## src/rtl/vermibus_pkg.sv

```systemverilog
// Shared definitions for the Vermibus two-master arbiter.
//   ADDR_W / DATA_W / STRB_W : bus field widths
//   arb_state_t              : arbiter grant state
//   vb_req_t                 : one master's request fields, bundled for muxing
//   grant_state()            : maps a master index onto its grant state
package vermibus_pkg;

  localparam int unsigned ADDR_W = 32;
  localparam int unsigned DATA_W = 32;
  localparam int unsigned STRB_W = 4;

  typedef enum logic [1:0] {
    IDLE   = 2'd0,
    GRANT0 = 2'd1,
    GRANT1 = 2'd2
  } arb_state_t;

  typedef struct packed {
    logic [ADDR_W-1:0] address;
    logic [STRB_W-1:0] wstrobe;
    logic [DATA_W-1:0] wdata;
  } vb_req_t;

  function automatic arb_state_t grant_state(input logic idx);
    return idx ? GRANT1 : GRANT0;
  endfunction

endpackage

```

## src/rtl/vermibus_watchdog.sv

```systemverilog
// Slave-timeout watchdog for the Vermibus arbiter.
// Counts granted cycles in which the slave has not answered and flags the
// last cycle before a forced completion.
//   clk      : clock, rising edge
//   reset    : asynchronous, active-low reset
//   clear    : return the count to zero (has priority over count_en)
//   count_en : one more unanswered granted cycle
//   expired  : count has reached TIMEOUT_CYCLES-1; tied low when TIMEOUT_CYCLES==0
module vermibus_watchdog #(
  parameter int unsigned TIMEOUT_CYCLES = 64
) (
  input  logic clk,
  input  logic reset,
  input  logic clear,
  input  logic count_en,
  output logic expired
);

  if (TIMEOUT_CYCLES == 0) begin : g_off
    logic unused_inputs;
    assign unused_inputs = ^{clk, reset, clear, count_en};
    assign expired = 1'b0;
  end else begin : g_on
    localparam int unsigned CNT_W = $clog2(TIMEOUT_CYCLES + 1);
    localparam logic [CNT_W-1:0] CNT_LAST = CNT_W'(TIMEOUT_CYCLES - 1);
    localparam logic [CNT_W-1:0] CNT_MAX  = CNT_W'(TIMEOUT_CYCLES);

    logic [CNT_W-1:0] cnt_q, cnt_d;

    // Saturates rather than wrapping, so a missed clear can never fake a
    // fresh count.
    always_comb begin
      cnt_d = cnt_q;
      if (clear) begin
        cnt_d = '0;
      end else if (count_en && (cnt_q != CNT_MAX)) begin
        cnt_d = cnt_q + 1'b1;
      end
    end

    // NOTE: state registers use non-blocking assignments so every flop samples
    // pre-edge values, independent of block ordering in simulation.
    always_ff @(posedge clk or negedge reset) begin
      if (!reset) begin
        cnt_q <= '0;
      end else begin
        cnt_q <= cnt_d;
      end
    end

    assign expired = (cnt_q == CNT_LAST);
  end

endmodule

```

## src/rtl/vermibus_arbiter.sv

```systemverilog
// Two-master round-robin arbiter in front of the Vermibus device-decode fabric.
// Master 0 is the CPU, master 1 a DMA/debug agent. A grant is registered one
// cycle after the request and held for the whole valid..ready transaction.
// An optional watchdog forces an error completion when the slave stalls.
//   clk, reset           : clock; asynchronous active-low reset
//   mX_valid/address/
//   mX_wstrobe/wdata     : master X request (wstrobe 0 = read)
//   mX_rdata, mX_ready   : master X response, ready is a one-cycle pulse
//   s_valid/address/
//   s_wstrobe/wdata      : request forwarded to the slave fabric
//   s_rdata, s_ready     : slave response
//   timeout              : one-cycle pulse on a watchdog-forced completion
module vermibus_arbiter
  import vermibus_pkg::*;
#(
  parameter int unsigned       TIMEOUT_CYCLES = 64,
  parameter logic [DATA_W-1:0] ERROR_DATA     = 32'hDEAD_BEEF
) (
  input  logic              clk,
  input  logic              reset,
  input  logic              m0_valid,
  input  logic [ADDR_W-1:0] m0_address,
  input  logic [STRB_W-1:0] m0_wstrobe,
  input  logic [DATA_W-1:0] m0_wdata,
  output logic [DATA_W-1:0] m0_rdata,
  output logic              m0_ready,
  input  logic              m1_valid,
  input  logic [ADDR_W-1:0] m1_address,
  input  logic [STRB_W-1:0] m1_wstrobe,
  input  logic [DATA_W-1:0] m1_wdata,
  output logic [DATA_W-1:0] m1_rdata,
  output logic              m1_ready,
  output logic              s_valid,
  output logic [ADDR_W-1:0] s_address,
  output logic [STRB_W-1:0] s_wstrobe,
  output logic [DATA_W-1:0] s_wdata,
  input  logic [DATA_W-1:0] s_rdata,
  input  logic              s_ready,
  output logic              timeout
);

  arb_state_t  state_q, state_d;
  logic        last_q, last_d;    // master that completed most recently

  vb_req_t     m0_req, m1_req, sel_req;
  logic        granted, gnt_idx;
  logic        sel_valid, other_valid;
  logic        to_fire, done;
  logic [DATA_W-1:0] rsp_rdata;
  logic        wd_clear, wd_count, wd_expired;

  assign m0_req = '{address: m0_address, wstrobe: m0_wstrobe, wdata: m0_wdata};
  assign m1_req = '{address: m1_address, wstrobe: m1_wstrobe, wdata: m1_wdata};

  assign granted     = (state_q != IDLE);
  assign gnt_idx     = (state_q == GRANT1);
  assign sel_valid   = gnt_idx ? m1_valid : m0_valid;
  assign other_valid = gnt_idx ? m0_valid : m1_valid;
  assign sel_req     = gnt_idx ? m1_req : m0_req;

  // A real s_ready always beats the watchdog in the same cycle.
  assign to_fire   = granted & sel_valid & wd_expired & ~s_ready;
  assign done      = granted & sel_valid & (s_ready | to_fire);
  assign rsp_rdata = to_fire ? ERROR_DATA : s_rdata;
  assign timeout   = to_fire;

  // NOTE: every signal written here gets a default first, so no path through
  // the case leaves one unassigned and no latch is inferred.
  always_comb begin
    state_d   = state_q;
    last_d    = last_q;
    s_valid   = 1'b0;
    s_address = '0;
    s_wstrobe = '0;
    s_wdata   = '0;
    m0_ready  = 1'b0;
    m0_rdata  = '0;
    m1_ready  = 1'b0;
    m1_rdata  = '0;
    wd_clear  = 1'b1;
    wd_count  = 1'b0;

    unique case (state_q)
      IDLE: begin
        // With both requesting, the master that did not finish last wins.
        if (m0_valid && (!m1_valid || last_q)) begin
          state_d = GRANT0;
        end else if (m1_valid) begin
          state_d = GRANT1;
        end
      end

      GRANT0, GRANT1: begin
        s_valid   = sel_valid & ~to_fire;
        s_address = sel_req.address;
        s_wstrobe = sel_req.wstrobe;
        s_wdata   = sel_req.wdata;
        if (gnt_idx) begin
          m1_ready = done;
          m1_rdata = rsp_rdata;
        end else begin
          m0_ready = done;
          m0_rdata = rsp_rdata;
        end

        if (!sel_valid) begin
          // Master abandoned its request: release the bus without a ready.
          state_d = IDLE;
          last_d  = gnt_idx;
        end else if (done) begin
          last_d  = gnt_idx;
          state_d = other_valid ? grant_state(~gnt_idx) : IDLE;
        end else begin
          wd_clear = 1'b0;
          wd_count = 1'b1;
        end
      end

      default: state_d = IDLE;
    endcase
  end

  always_ff @(posedge clk or negedge reset) begin
    if (!reset) begin
      state_q <= IDLE;
      last_q  <= 1'b1;
    end else begin
      state_q <= state_d;
      last_q  <= last_d;
    end
  end

  vermibus_watchdog #(
    .TIMEOUT_CYCLES(TIMEOUT_CYCLES)
  ) u_watchdog (
    .clk     (clk),
    .reset   (reset),
    .clear   (wd_clear),
    .count_en(wd_count),
    .expired (wd_expired)
  );

endmodule

```

## config.mk

```make
export PLATFORM = sky130hd
export DESIGN_NAME = vermibus_arbiter
export DESIGN_NICKNAME = d
export VERILOG_FILES = /design/src/rtl/vermibus_pkg.sv /design/src/rtl/vermibus_watchdog.sv /design/src/rtl/vermibus_arbiter.sv
export SDC_FILE = /design/constraint.sdc
export NUM_CORES = 1
export LEC_CHECK = 0
export ABC_AREA = 1
export CAP_MARGIN = 15
export CELL_PAD_IN_SITES_DETAIL_PLACEMENT = 1
export CELL_PAD_IN_SITES_GLOBAL_PLACEMENT = 1
export CORE_UTILIZATION = 13
export CTS_CLUSTER_DIAMETER = 40
export CTS_CLUSTER_SIZE = 8
export DETAILED_ROUTE_END_ITERATION = 16
export PLACE_DENSITY = 0.95
export SYNTH_ARGS = -nofsm -noshare
export SYNTH_HDL_FRONTEND = slang
export SYNTH_SLANG_ARGS = --single-unit
```

## constraint.sdc

```tcl
create_clock -name clk -period 5.6 [get_ports clk]
set_input_delay 1.12 -clock clk [delete_from_list [all_inputs] [get_ports clk]]
set_output_delay 1.12 -clock clk [all_outputs]
set_load 0.03 [all_outputs]
```

==> results of run 1 <==
how the worst max path moves through the flow:
| stage | start | to | slack [ns] |
|---|---|---|---|
| floorplan | m1_valid | s_valid | 1.99 |
| global placement | m0_valid | m1_rdata[8] | 1.00 |
| detailed placement | m0_valid | m1_rdata[8] | 0.93 |
| CTS | m1_valid | m1_rdata[8] | 0.92 |
| global route | m0_valid | m1_rdata[8] | 0.75 |
| finish | m1_valid | m1_rdata[8] | 0.93 |
kinds of logic (layout without fill, tap and decap cells):
logic type | Yosys count | in the layout | share of synthesized area (%)
AO/OA/AOI/OAI | 122 | 122 | 47.9
XOR/XNOR | 3 | 3 | 1.45
adder cells (fa/ha/maj) | 5 | 5 | 3.45
buffers and inverters | 68 | 358 | 16.0
flip-flops | 10 | 10 | 13.9
other | 0 | 1 | 0
AND/OR/NAND/NOR | 77 | 77 | 17.3
cell usage after synthesis (all sizes together):
library cell / count / area share, %
nor2: 28 / 6.1
nor3: 4 / 1.1
dfrtp: 9 / 12
buf: 12 / 4.4
dfstp: 1 / 1.5
ha: 5 / 3.5
clkbuf: 14 / 2.9
a21oi: 53 / 15
inv: 42 / 8.7
xor2: 2 / 0.97
a22o: 68 / 33
o31ai: 1 / 0.41
nand3: 10 / 2.8
nand2: 35 / 7.4
xnor2: 1 / 0.48
stage by stage:
stage / util, % / power (mW) / hold WS [ns]
final: 38.2 / 2.89 / 0.476
after global routing: 38.2 / 3.04 / 0.506
after CTS: 38.2 / 2.93 / 0.471
after detailed placement: 37.5 / 2.78 / 0.465
after global placement: 37.5 / 2.76 / 0.453
after floorplan: - / 1.62 / 0.442
power by group through the flow:
stage               Combinational [mW]  Clock [mW]  Sequential [mW]
finish                            2.65       0.142           0.0976
global placement                  2.66           0           0.0983
CTS                               2.69       0.145           0.0975
global route                      2.79       0.149           0.0991
floorplan                         1.53           0           0.0962
detailed placement                2.68           0           0.0986
flip-flops by register name (all words and copies together), names as in the netlist:
register,flops
state_q,2
u_watchdog.g_on.cnt_q,7
last_q,1
worst reg2reg max path: cells and delay by family (launching register included):
| kind | cells | cell delay, ns |
|---|---|---|
| buffers and inverters | 3 | 0.84 |
| AOI/OAI and AO/OA | 1 | 0.17 |
| and+or+nand+nor | 4 | 0.40 |
| DFF | 1 | 0.40 |
| adders and majority gates | 1 | 0.32 |
metal layers:
metal / wire (um) / vias up
met3: 950 / 10
met1: 4850 / 1511
li1: - / 1579
met5: 0 / -
met2: 6840 / 195
met4: 159 / 0
area by class of cell:
| type | instances | area [um2] |
|---|---|---|
| Timing Repair Buffer | 312 | 3110 |
| Multi-Input combinational cell | 207 | 1280 |
| Inverter | 42 | 158 |
| Fill cell | 1599 | 8290 |
| Antenna cell | 1 | 2.50 |
| Clock buffer | 4 | 88.8 |
| Sequential cell | 10 | 251 |
| Tap cell | 176 | 220 |
==> impl_metrics.json, run 1 <==
{
  "status": "complete, no violations",
  "synth-seq-area-share_pct": 13.9,
  "use_met3_pct": 2.99,
  "root_buffer": "clkbuf_16",
  "first_iter_violations": 112,
  "timing.final.max_slew_violations": 0,
  "grt_max_degree": 70,
  "final_cell_mix": "308 x clkdlybuf4s50_1, 68 x a22o_1, 53 x a21oi_1, 40 x inv_1, 34 x nand2_1",
  "routedWlPerCell_um": 17.0,
  "hold_depth": 2,
  "syn_avg_cell_area_um2": 6.36,
  "start_util_pct": 13.5,
  "p_leak_nw": 2.11,
  "rows": 42,
  "path_clk_slew_ns": 0.04,
  "tns_ns": 0,
  "gp_congestion": 0.773,
  "core_area_mm2": 0.0134,
  "fin_crit_sh_pct": 83.3,
  "clock_latency_ns": 0.24,
  "h-tree-depth": 1,
  "p_sw_mw": 1.63,
  "syn_nets": 463,
  "setup_viol": 0,
  "p_comb_share_pct": 91.7,
  "vias_per_cell": 4.38,
  "required_ns": 4.48,
  "grt_first_pass_wirelength_um": 18800,
  "dp_hpwl_um": 10900,
  "grt_util_met1_pct": 18.4,
  "cts_buffers": 3,
  "dp.cells": 747,
  "ff2ff_path_depth": 9,
  "routed_wl_um": 12800,
  "hold_end": "last_q",
  "ios": 309,
  "holdBufCountCts": 0,
  "swShare_pct": 56.3,
  "cpPeakStageDelay_ns": 0.69,
  "met2_usage_pct": 32.9,
  "hold_violations": 0,
  "slowest_stage": "clkdlybuf4s50_1",
  "power.density_mw_per_mm2": 566,
  "drive_gt1_share_pct": 2.61,
  "hold_start": "last_q",
  "cap_violations": 0,
  "syn_to_final_growth_pct": 182,
  "tightest_slew_ns": 1.09,
  "gr-max-usage-layer": "met2",
  "seqPwrFrac_pct": 3.4,
  "first_pass_iters": 4,
  "synth.distinct_cells": 21,
  "crit_type": "input port to output pin",
  "regToRegSetupSlack_ns": 3.42,
  "layout_commonest_cell": "clkdlybuf4s50_1",
  "vias": 3295,
  "place_ws_ns": 0.926,
  "die_x_um": 120,
  "grt_pass1_vias": 3370,
  "r2r_start": "state_q[0]",
  "clockBufferDepth": 2,
  "rsz0062_at_grt": "no",
  "cp-start-kind": "input port",
  "ant_nets": 0,
  "post_cts_buffers": 0,
  "dieArea_mm2": 0.0144,
  "r2r-end": "state_q[0]",
  "ys_seq_elements": 10,
  "syn_area_mm2": 0.00181,
  "timing.fmax_ghz": 0.214,
  "min_path_type": "flip-flop to flip-flop",
  "fin_cells": 752,
  "fin_ws_ns": 0.934,
  "drc": 0,
  "yosysWarnings": 0,
  "grt.overflow.total": 0,
  "slew_headroom_pct": 27.3,
  "cts_tree": "done",
  "critPathBufInv": 4,
  "cts-resized-gates": 0,
  "clockPowerShare_pct": 4.9,
  "worstPathCellList": "clkdlybuf4s50_1, inv_1, nand2_1, nand2_1, nor2_1, nand3_2, buf_4, nand2_1, nor2_1, clkdlybuf4s50_1",
  "crit_top_cell": "nand2_1",
  "placed_area_mm2": 0.00502,
  "final_area_mm2": 0.00511,
  "crit_cells": 10,
  "p_int_mw": 1.26,
  "syn_inst": 285,
  "endpoint_kind": "output pin",
  "crit_arrival_ns": 3.55,
  "fin_crit_ns": 4.67,
  "path_max_fanout": 56,
  "cts_sinks": 10,
  "path_delay_family": "buffers and inverters",
  "irDropWorstVdd_mv": 0.216,
  "num-nets-final": 754,
  "track_usage_pct": 16.7,
  "antenna_found_initial": 1,
  "fin_skew_ns": 0.00124,
  "port_buffers": 308,
  "die_h_um": 120
}
Note: power is estimated with default switching activity, not from simulation.
==> run 2: changes to the inputs <==
--- a/config.mk
+++ b/config.mk
@@ -9,11 +9,12 @@
 export CAP_MARGIN = 15
 export CELL_PAD_IN_SITES_DETAIL_PLACEMENT = 1
 export CELL_PAD_IN_SITES_GLOBAL_PLACEMENT = 1
-export CORE_UTILIZATION = 13
+export CORE_ASPECT_RATIO = 1.2
+export CORE_UTILIZATION = 12
 export CTS_CLUSTER_DIAMETER = 40
 export CTS_CLUSTER_SIZE = 8
 export DETAILED_ROUTE_END_ITERATION = 16
-export PLACE_DENSITY = 0.95
+export PLACE_DENSITY = 0.94
 export SYNTH_ARGS = -nofsm -noshare
 export SYNTH_HDL_FRONTEND = slang
 export SYNTH_SLANG_ARGS = --single-unit
==> constraint.sdc (replaced) <==
create_clock -name clk -period 4.4 [get_ports clk]
set_input_delay 0.88 -clock clk [delete_from_list [all_inputs] [get_ports clk]]
set_output_delay 0.88 -clock clk [all_outputs]
set_load 0.03 [all_outputs]
==> impl_metrics.json, run 2 (synthesis gave the netlist of run 1 again) <==
{
  "fin_crit_sh_pct": 89.7,
  "grt_pass1_vias": 3415,
  "rows": 48,
  "first_iter_violations": 78,
  "crit_arrival_ns": 3.07,
  "root_buffer": "clkbuf_16",
  "setup_viol": 0,
  "drive_gt1_share_pct": 11.5,
  "r2r_start": "state_q[0]",
  "gp_congestion": 0.793,
  "cts-resized-gates": 0,
  "clock_latency_ns": 0.24,
  "endpoint_kind": "output pin",
  "post_cts_buffers": 0,
  "hold_start": "last_q",
  "worstPathCellList": "inv_1, ha_1, nand2_1, buf_4, inv_2, a22o_1, clkdlybuf4s50_1",
  "slew_headroom_pct": 42.2,
  "syn_to_final_growth_pct": 178,
  "cp-start-kind": "flip-flop",
  "die_x_um": 114,
  "slowest_stage": "inv_2",
  "clockBufferDepth": 2,
  "path_max_fanout": 46,
  "start_util_pct": 12.4,
  "final_cell_mix": "257 x clkdlybuf4s50_1, 68 x a22o_1, 54 x buf_4, 53 x a21oi_1, 40 x inv_1",
  "path_clk_slew_ns": 0.04,
  "irDropWorstVdd_mv": 0.583,
  "tns_ns": 0,
  "n_fill_cell": 1781,
  "num-nets-final": 755,
  "track_usage_pct": 14.9,
  "port_buffers": 308,
  "fin_skew_ns": 0.000423,
  "timing.final.max_slew_violations": 0,
  "h-tree-depth": 1,
  "p_leak_nw": 2.21,
  "multiInputGateArea_mm2": 0.00128,
  "core_area_mm2": 0.0146,
  "grt_first_pass_wirelength_um": 18200,
  "holdBufCountCts": 0,
  "diodes": 0,
  "fin_crit_ns": 3.95,
  "required_ns": 3.52,
  "status": "complete, no violations",
  "dp_hpwl_um": 10600,
  "cts_tree": "done",
  "vias_per_cell": 4.25,
  "rsz0062_at_grt": "no",
  "hold_violations": 0,
  "routedWlPerCell_um": 16.6,
  "ios": 309,
  "min_path_type": "flip-flop to flip-flop",
  "drc": 0,
  "crit_type": "flip-flop to output pin",
  "post-route-util_pct": 34.6,
  "ant_nets": 0,
  "cap_violations": 0,
  "die_h_um": 137,
  "timing.fmax_ghz": 0.253,
  "first_pass_iters": 4,
  "cpPeakStageDelay_ns": 0.68,
  "vias": 3301,
  "largest_reg_flops": 7,
  "grt.overflow.total": 0,
  "regArea_um2": 251,
  "routed_wl_um": 12900,
  "reg_top3": "u_watchdog.g_on.cnt_q: 7 flops, state_q: 2 flops, last_q: 1 flops",
  "cts_buffers": 3,
  "cts_sinks": 10,
  "tightest_slew_ns": 0.866,
  "grt_max_degree": 70,
  "layout_commonest_cell": "clkdlybuf4s50_1",
  "antenna_found_initial": 0,
  "power.density_mw_per_mm2": 711,
  "startpoint": "state_q[0]",
  "regMostFlops": "u_watchdog.g_on.cnt_q",
  "dieArea_mm2": 0.0156
}
-- run 2: power by group --
group / switching (mW) / internal, mW / total [mW] / leakage (nW)
combinational: 2.00 / 1.29 / 3.30 / 2.04
clock: 0.0424 / 0.121 / 0.164 / 0.0382
sequential: 0.0144 / 0.111 / 0.126 / 0.133
total: 2.06 / 1.53 / 3.58 / 2.21
-- run 2: final cells by class --
class                      count  area share (%)
clock buffer                   4            1.56
inverter                      42            3.12
multi-input combinational    207            25.4
sequential                    10            4.99
tap                          200            4.96
timing repair buffer         313            60.0
-- run 2: final timing paths --
check / to / slack [ns] / cells past startpoint
max: s_address[30] / 0.45 / 7
min: last_q / 0.48 / 2
max reg2reg: state_q[0] / 1.97 / 9
min reg2reg: last_q / 0.48 / 2
max in group asynchronous: last_q / 3.08 / 1
min in group asynchronous: state_q[0] / 0.98 / 1
-- run 2: critical path, delay by kind of cell, from the launching register on --
kind / cells / cell delay [ns]
buf+inv: 4 / 1.72
fa+ha+maj: 1 / 0.34
flops: 1 / 0.39
compound gates: 1 / 0.27
simple gates: 1 / 0.09
-- run 2: per-layer routing --
layer | share of wire [%] | wire length (um) | track usage (%) | up-vias
li1 | - | - | - | 1580
met1 | 38 | 4850 | 16.4 | 1570
met2 | 55 | 7050 | 29.0 | 137
met3 | 6.9 | 893 | 2.79 | 14
met4 | 1.0 | 130 | 3.54 | 0
met5 | 0 | 0 | 0 | -
-- run 2: per-stage QoR --
stage | area (um2) | power, mW | setup WS [ns] | std cells | hold slack (ns)
5_1_grt | 5040 | 3.77 | 0.224 | 776 | 0.497
3_3_place_gp | 4940 | 3.34 | 0.527 | 771 | 0.454
3_5_place_dp | 4940 | 3.40 | 0.457 | 771 | 0.472
6_report | 5040 | 3.58 | 0.453 | 776 | 0.478
2_1_floorplan | 1810 | 2.06 | 1.27 | 285 | 0.442
4_1_cts | 5020 | 3.57 | 0.398 | 775 | 0.478
==> run 3: changes to the inputs <==
--- a/config.mk
+++ b/config.mk
@@ -11,6 +11,7 @@
 export CELL_PAD_IN_SITES_GLOBAL_PLACEMENT = 1
 export CORE_ASPECT_RATIO = 1.2
 export CORE_UTILIZATION = 12
+export CTS_BUF_LIST = sky130_fd_sc_hd__clkbuf_4 sky130_fd_sc_hd__clkbuf_8 sky130_fd_sc_hd__clkbuf_16
 export CTS_CLUSTER_DIAMETER = 40
 export CTS_CLUSTER_SIZE = 8
 export DETAILED_ROUTE_END_ITERATION = 16
==> impl_metrics.json, run 3 (synthesis gave the netlist of run 1 again) <==
{
  "status": "complete, no violations",
  "regMostFlops": "u_watchdog.g_on.cnt_q",
  "cts_buffers": 3,
  "diodes": 0,
  "tns_ns": 0,
  "final_area_mm2": 0.00505,
  "fin_crit_ns": 3.95,
  "reg_top3": "u_watchdog.g_on.cnt_q: 7 flops, state_q: 2 flops, last_q: 1 flops",
  "path_max_fanout": 46,
  "r2r_start": "state_q[0]",
  "r2r-end": "state_q[0]",
  "hold_violations": 0,
  "drive_gt1_share_pct": 11.6,
  "endpoint_kind": "output pin",
  "start_util_pct": 12.4,
  "rsz0062_at_grt": "no",
  "gp_congestion": 0.793,
  "cts_sinks": 10,
  "routed_wl_um": 12900,
  "dp_hpwl_um": 10600,
  "slew_headroom_pct": 42.2,
  "cap_violations": 0,
  "p_leak_nw": 2.21,
  "first_pass_iters": 4,
  "clockBufferDepth": 2,
  "drc": 0,
  "die_h_um": 137,
  "tightest_slew_ns": 0.866,
  "vias": 3301,
  "placed_area_mm2": 0.00494,
  "port_buffers": 308,
  "antenna_found_initial": 0,
  "ff2ff_path_depth": 9,
  "timing.final.max_slew_violations": 0,
  "dieArea_mm2": 0.0156,
  "hold_start": "last_q",
  "cts-resized-gates": 0,
  "n_fill_cell": 1780,
  "grt_first_pass_wirelength_um": 18200,
  "grt_max_degree": 70,
  "min_path_type": "flip-flop to flip-flop",
  "ant_nets": 0,
  "crit_type": "flip-flop to output pin",
  "post_cts_buffers": 0,
  "die_x_um": 114,
  "track_usage_pct": 14.9,
  "core_area_mm2": 0.0146,
  "num-nets-final": 755,
  "root_buffer": "clkbuf_16",
  "post-route-util_pct": 34.6,
  "clock_latency_ns": 0.24,
  "first_iter_violations": 78,
  "hold_end": "last_q",
  "grt_pass1_vias": 3415,
  "holdBufCountCts": 0,
  "regToRegSetupSlack_ns": 1.97,
  "path_clk_slew_ns": 0.04,
  "routedWlPerCell_um": 16.6,
  "grt.overflow.total": 0,
  "power.density_mw_per_mm2": 711,
  "cts_tree": "done",
  "fin_skew_ns": 0.000425,
  "rows": 48,
  "required_ns": 3.52,
  "h-tree-depth": 1,
  "final_cell_mix": "257 x clkdlybuf4s50_1, 68 x a22o_1, 54 x buf_4, 53 x a21oi_1, 40 x inv_1",
  "hold_depth": 2,
  "crit_arrival_ns": 3.07,
  "setup_viol": 0,
  "irDropWorstVdd_mv": 0.583,
  "vias_per_cell": 4.25,
  "fin_crit_sh_pct": 89.7,
  "syn_to_final_growth_pct": 179,
  "cp-start-kind": "flip-flop",
  "timing.fmax_ghz": 0.253,
  "largest_reg_flops": 7,
  "ios": 309,
  "layout_commonest_cell": "clkdlybuf4s50_1"
}
==> run 3: cell counts in the layout (fill, tap and decap cells not counted) <==
No cell type changed its count.
==> run 3: metrics by stage <==
step / power, mW / std cells / hold slack [ns] / setup WS [ns]
final: 3.59 / 776 / 0.478 / 0.453
after global routing: 3.78 / 776 / 0.497 / 0.223
after CTS: 3.58 / 775 / 0.478 / 0.398
after detailed placement: 3.40 / 771 / 0.472 / 0.457
after global placement: 3.34 / 771 / 0.454 / 0.527
after floorplan: 2.06 / 285 / 0.442 / 1.27
==> run 3: final cells by class <==
class / count / area (um2) / area share [%]
Clock buffer: 4 / 82.6 / 1.64
Inverter: 42 / 158 / 3.12
Multi-Input combinational cell: 207 / 1280 / 25.4
Sequential cell: 10 / 251 / 4.98
Tap cell: 200 / 250 / 4.96
Timing Repair Buffer: 313 / 3030 / 59.9
==> run 3: layer usage <==
layer	vias up	global-route usage, %	share of wire, %
met5	-	0	0
met4	0	3.54	1.0
met3	14	2.79	6.9
met2	137	29.0	55
met1	1570	16.4	38
li1	1580	-	-
==> run 3: worst max-delay path, stage by stage, from the launching register on <==
cell             delay [ns]
dfrtp_1                0.39
inv_1                  0.09
ha_1                   0.34
nand2_1                0.09
buf_4                  0.27
inv_2                  0.68
a22o_1                 0.27
clkdlybuf4s50_1        0.68
==> run 3: power by group <==
part	total [mW]	switching [mW]	internal, mW
logic	3.30	2.00	1.29
clock network	0.170	0.0424	0.128
registers	0.126	0.0144	0.111
==> run 3: worst max-delay path by stage <==
stage               startpoint            end  slack [ns]  cells after the start
floorplan             m1_valid        s_valid        1.27                      8
global placement      m0_valid   m0_rdata[10]        0.53                      9
detailed placement    m0_valid   m0_rdata[10]        0.46                      9
CTS                 state_q[0]     s_wdata[4]        0.40                      7
global route        state_q[0]    s_wdata[18]        0.22                      7
finish              state_q[0]  s_address[30]        0.45                      7
